## config.mk

```make
export PLATFORM = sky130hd
export DESIGN_NAME = map_writer
export DESIGN_NICKNAME = d
export VERILOG_FILES = /design/src/rtl/map_pkg.sv /design/src/rtl/map_tile_ram.sv /design/src/rtl/map_writer.sv
export SDC_FILE = /design/constraint.sdc
export NUM_CORES = 2
export LEC_CHECK = 0
export ABC_AREA = 1
export BUFFER_PORTS_ARGS = -buffer_cell sky130_fd_sc_hd__buf_2
export CORE_MARGIN = 1.5
export CORE_UTILIZATION = 45
export DETAILED_ROUTE_END_ITERATION = 12
export HOLD_SLACK_MARGIN = 0.03
export PLACE_DENSITY = 0.71
export SKIP_LAST_GASP = 1
export SYNTH_ARGS = -nofsm -noshare
export SYNTH_HDL_FRONTEND = slang
export SYNTH_SLANG_ARGS = --single-unit
```

## constraint.sdc

```tcl
create_clock -name clk -period 6.2 [get_ports clk]
set_input_delay 0.93 -clock clk [delete_from_list [all_inputs] [get_ports clk]]
set_output_delay 0.93 -clock clk [all_outputs]
set_load 0.05 [all_outputs]
```

## src/rtl/map_pkg.sv

```systemverilog
// map_pkg: shared tile codes, size defaults and FSM states for the map writer
package map_pkg;
  localparam int unsigned TILE_EMPTY = 0;
  localparam int unsigned TILE_RED = 1;
  localparam int unsigned TILE_YELLOW = 2;
  localparam int LANES_D = 5;
  localparam int ROWS_D = 100;
  localparam int TILE_W_D = 3;
  localparam int LEN_W = 11;
  typedef enum logic [1:0] {IDLE, LOAD, DONE, ERR} state_t;
endpackage

```

## src/rtl/map_tile_ram.sv

```systemverilog
// map_tile_ram: single write port, registered read port tile store without array reset
module map_tile_ram #(
  parameter int DEPTH = 500,
  parameter int W = 3,
  parameter int AW = 9
) (
  input  logic          clk,
  input  logic          we,
  input  logic [AW-1:0] waddr,
  input  logic [W-1:0]  wdata,
  input  logic [AW-1:0] raddr,
  output logic [W-1:0]  q
);
  logic [W-1:0] mem [DEPTH];
  always_ff @(posedge clk) begin
    if (we) mem[waddr] <= wdata;
    q <= mem[raddr];
  end
endmodule

```

## src/rtl/map_writer.sv

```systemverilog
// map_writer: tile-stream map loader with masked registered reads; MAP_WRITER_TILE_CHECK_EN rejects codes above yellow
module map_writer
  import map_pkg::*;
#(
  parameter int LANES = LANES_D,
  parameter int ROWS = ROWS_D,
  parameter int TILE_W = TILE_W_D
) (
  input  logic              clk,
  input  logic              rst_n,
  input  logic              start,
  input  logic              tile_valid,
  input  logic [TILE_W-1:0] tile_data,
  input  logic              tile_last,
  output logic              tile_ready,
  output logic              busy,
  output logic              done,
  output logic              err,
  output logic [LEN_W-1:0]  len,
  input  logic [6:0]        rd_y,
  input  logic [2:0]        rd_x,
  output logic [TILE_W-1:0] rd_state
);
  localparam int AW = $clog2(LANES * ROWS);
  localparam int LW = $clog2(LANES);
  localparam int RW = $clog2(ROWS);
  state_t state, nxt;
  logic [LW-1:0] lane;
  logic [RW-1:0] row;
  logic map_ok, rd_ok, acc, at_end, restart, bad_now, bad;
  logic [TILE_W-1:0] wdata, q;
  assign acc = tile_valid && state == LOAD;
  assign at_end = lane == LW'(LANES - 1);
  assign restart = start && state != LOAD;
  assign tile_ready = state == LOAD;
  assign busy = state == LOAD;
  assign done = state == DONE;
  assign err = state == ERR;
  assign rd_state = rd_ok ? q : TILE_W'(TILE_EMPTY);
`ifdef MAP_WRITER_TILE_CHECK_EN
  logic bad_tile;
  assign bad_now = acc && tile_data > TILE_W'(TILE_YELLOW);
  assign bad = bad_tile || bad_now;
  assign wdata = bad_now ? TILE_W'(TILE_EMPTY) : tile_data;
  always_ff @(posedge clk or negedge rst_n)
    if (!rst_n) bad_tile <= 1'b0;
    else if (restart) bad_tile <= 1'b0;
    else if (bad_now) bad_tile <= 1'b1;
`else
  assign bad_now = 1'b0;
  assign bad = bad_now;
  assign wdata = tile_data;
`endif
  always_comb begin
    nxt = state;
    if (restart) nxt = LOAD;
    else if (acc && tile_last) nxt = (at_end && !bad) ? DONE : ERR;
    else if (acc && at_end && row == RW'(ROWS - 1)) nxt = ERR;
  end
  always_ff @(posedge clk or negedge rst_n)
    if (!rst_n) state <= IDLE;
    else state <= nxt;
  always_ff @(posedge clk or negedge rst_n) begin
    if (!rst_n) begin
      lane <= '0;
      row <= '0;
      len <= '0;
      map_ok <= 1'b0;
      rd_ok <= 1'b0;
    end else begin
      rd_ok <= map_ok && 32'(rd_x) < LANES && LEN_W'(rd_y) < len;
      if (restart) begin
        lane <= '0;
        row <= '0;
        len <= '0;
        map_ok <= 1'b0;
      end else if (acc) begin
        lane <= at_end ? '0 : lane + LW'(1);
        row <= at_end ? row + RW'(1) : row;
        if (nxt == DONE) begin
          len <= LEN_W'(row) + LEN_W'(1);
          map_ok <= 1'b1;
        end
        if (nxt == ERR) begin
          len <= '0;
          map_ok <= 1'b0;
        end
      end
    end
  end
  map_tile_ram #(.DEPTH(LANES * ROWS), .W(TILE_W), .AW(AW)) u_ram (
    .clk(clk),
    .we(acc),
    .waddr(AW'(row) * AW'(LANES) + AW'(lane)),
    .wdata(wdata),
    .raddr(AW'(rd_y) * AW'(LANES) + AW'(rd_x)),
    .q(q)
  );
endmodule

```

==> impl_metrics.yaml <==
placement:
  place_congestion: 0.852
  detailed_place_hpwl_um: 88400
  numPortBuffers: 32
  placed_cell_area_um2: 67100
  post-place-cells: 7580
  post-place-ws_ns: 1.37
power:
  intPower_mw: 17.7
  worst_ir_drop_vdd_mv: 0.305
  comb_power_share_pct: 16.9
  power_density_nw_per_um2: 343
  power.share.switching_pct: 28.5
  seq_power_share_pct: 46.2
  clkPwrFrac_pct: 36.9
  total_power_mw: 24.7
  switchingPower_mw: 7.04
  cellLeakagePower_nw: 25.4
sta:
  setup_tns_final_ns: 0
  final_max_slew_violation_count: 0
  setup_violations: 0
  finalHoldWorstSlack_ns: 0.117
  fin_crit_sh_pct: 74.5
  clock_skew_ns: 0.0283
  maxSlewHeadroom_pct: 17.6
  rsz0062_at_grt: "false"
  finalCriticalPeriod_ns: 4.62
  max_slew.worst_pin.slew_ns: 1.23
  hold_viol: 0
  final.setup.worst_slack_ns: 1.58
  max_freq_ghz: 0.217
detailed_routing:
  antenna_violating_nets_post_route: 0
  count_of_unresolved_drc_violations_after_routing: 0
  detail_route.iter0.violations: 5640
  routed_wirelength_um: 166000
  first_pass_iteration_count_of_the_detailed_router: 6
  drt-vias-per-instance: 5.67
  total_via_count_after_detailed_routing: 44562
  detail_route.wl_per_cell_um: 21.1
clock_network:
  postCtsSetupBuffers: 0
  clk_transition_reported_paths_ns: 0.06
  cts_buffers: 154
  post_cts_hold_buffer_count: 0
  clock_tree.root_cell: "sky130_fd_sc_hd__clkbuf_16"
  insertion_delay_ns: 0.77
  cts_repair_resize_count: 0
  cts-root-to-sink-buffers: 3
  cts_sinks: 1525
  tritoncts: "done"
  htree_num_levels: 4
global_routing:
  grt.met2_usage_pct: 36.0
  groute.layer.met3.usage_pct: 3.79
  grt_use_met1_pct: 30.0
  grtUsageTotal_pct: 22.2
  antenna_found_initial: 2
  grt.overflow.total: 0
  grt_pass1_vias: 42975
  global_route_wire_length_before_repair_um: 251000
  gr-max-usage-layer: "met2"
  largest_net_degree_at_the_start_of_global_routing: 209
critical_path:
  path_class: "reg -> reg"
  critical_path_data_required_time_ns: 6.62
  crit_path_max_fanout: 16
  timing.critical_path.from: "row[0]"
  crit-reg2reg-launch: "row[0]"
  worstSetupEndpointType: "flip-flop"
  critPathArrivalTime_ns: 5.04
  setup.worst_path.start_class: "flip-flop"
cells_and_area:
  post-route-cell-area_um2: 72100
  areaGrowthSynthToFinish_pct: 10.3
  antenna_cells_inserted: 0
  final_non_filler_cell_total: 7865
  drive_gt1_share_pct: 6.19
  final_util_pct: 50.1
  finish.net_count: 5902
die:
  fp.dieH_um: 384
  ioPinCount: 36
  floorplan.initialDensity_pct: 45.4
  placeableCoreArea_um2: 144000
  die_x_um: 384
  row_count: 139
  die-area_um2: 147000
synthesis:
  synth_compound_gate_area_share_pct: 3.99
  synth.avg_cell_area_um2: 10.9
  muxShareOfSynthArea_pct: 0
  syn_inst: 5989
  synth.yosys.warnings: 0
  synthesis.area_um2: 65300
  largest_family_of_logic_cells_by_synthesized_area: "simple AND/OR/NAND/NOR gates"
  synth-seq-cells: 1525
  synth.yosys.seq_area_share_pct: 69.9
  area_share_of_and_or_nand_nor_cells_after_synthesis_pct: 20.7
  yosys.cell_types.count: 36
  synthXorXnorAreaFrac_pct: 0.266
  yosys.area_share.adder_pct: 1.00
run_status:
  outcome: "completed"
worst_hold_path:
  hp-class: "in -> async"
job:
  cap_violations: 0
power by group through the flow:
stage                     registers (mW)  logic, mW  clock network, mW
final                               11.4       4.19               9.12
after global routing                11.4       4.49               9.58
after CTS                           11.4       4.11               9.18
after detailed placement            11.6       4.10                  0
after global placement              11.6       4.06                  0
after floorplan                     11.6       2.49                  0
metal layers:
layer | share of wire (%) | wire length (um)
met5 | 0 | 0
met4 | 3.6 | 5940
met3 | 9.8 | 16200
met2 | 47 | 77300
met1 | 40 | 66500
cell type report:
cell class	count	area, um^2
timing repair buffer	95	1000
fill	12357	71700
multi-input combinational	3786	17100
sequential	1525	45700
tap	1903	2380
clock buffer	194	4050
clock inverter	91	895
inverter	271	1040
flip-flops by register name, indices dropped and copies added, names as in the netlist:
signal     flops
u_ram.mem   1500
rd_ok          1
len            8
lane           3
u_ram.q        3
row            7
map_ok         1
state          2
cells by family after synthesis:
family,count (synthesis)
and+or+nand+nor,3269
DFF,1525
buffers and inverters,680
AOI/OAI and AO/OA,444
adders and majority gates,51
xor gates and xnor gates,19
other,1
cells in the mapped netlist, drive strengths merged:
cell,n,area (um^2)
nand3,923,4620
a2111oi,1,8.76
dfrtp,22,551
a21oi,24,120
o211ai,139,1040
nor3,9,45.0
nand4,3,18.8
clkinv,2,7.51
conb,1,3.75
or2,15,93.8
fa,2,40.0
inv,269,1010
nand3b,1,7.51
xor2,13,121
nor2,1018,3850
o21bai,3,26.3
a21o,1,7.51
ha,49,613
a211oi,1,7.51
dfxtp,3,60.1
o21ai,261,1310
nand2,1300,4900
a31oi,1,6.26
edfxtp,1500,45000
o22ai,13,81.3
xnor2,6,52.6
clkbuf,259,972
buf,150,721
cells in the final DEF, fill, tap and decap left out, drive strengths merged, types with 2 or more instances in the layout:
master,n
o211ai,139
ha,49
nor3,9
nand2,1300
nand4,3
nand3,923
clkinv,67
fa,2
o22ai,13
nor2,1018
buf,95
xnor2,6
dfxtp,3
or2,15
xor2,13
clkbuf,194
o21bai,3
dfrtp,22
conb,3
inv,279
edfxtp,1500
a21oi,24
clkinvlp,2
o21ai,261
bufinv,14
worst max-delay path, stage by stage, from the launching register on:
cell and delay (ns):
sky130_fd_sc_hd__dfrtp_1 0.47, sky130_fd_sc_hd__ha_1 0.33, sky130_fd_sc_hd__ha_1 0.32, sky130_fd_sc_hd__fa_1 0.42, sky130_fd_sc_hd__a21oi_1 0.14, sky130_fd_sc_hd__o21bai_1 0.11
sky130_fd_sc_hd__xor2_1 0.52, sky130_fd_sc_hd__inv_1 0.13, sky130_fd_sc_hd__nor2_1 0.69, sky130_fd_sc_hd__nand2_1 0.68, sky130_fd_sc_hd__nor2_1 0.44
worst paths after layout:
kind / end / slack, ns / cells past startpoint
setup / recovery: u_ram.mem[22][2] / 1.58 / 10
hold / removal: row[0] / 0.12 / 1
setup reg to reg: u_ram.mem[22][2] / 1.58 / 10
hold reg to reg: map_ok / 0.53 / 2
max in group asynchronous: lane[0] / 5.75 / 1
min in group clk: rd_ok / 0.50 / 4
Note: power is estimated with default switching activity, not from simulation.
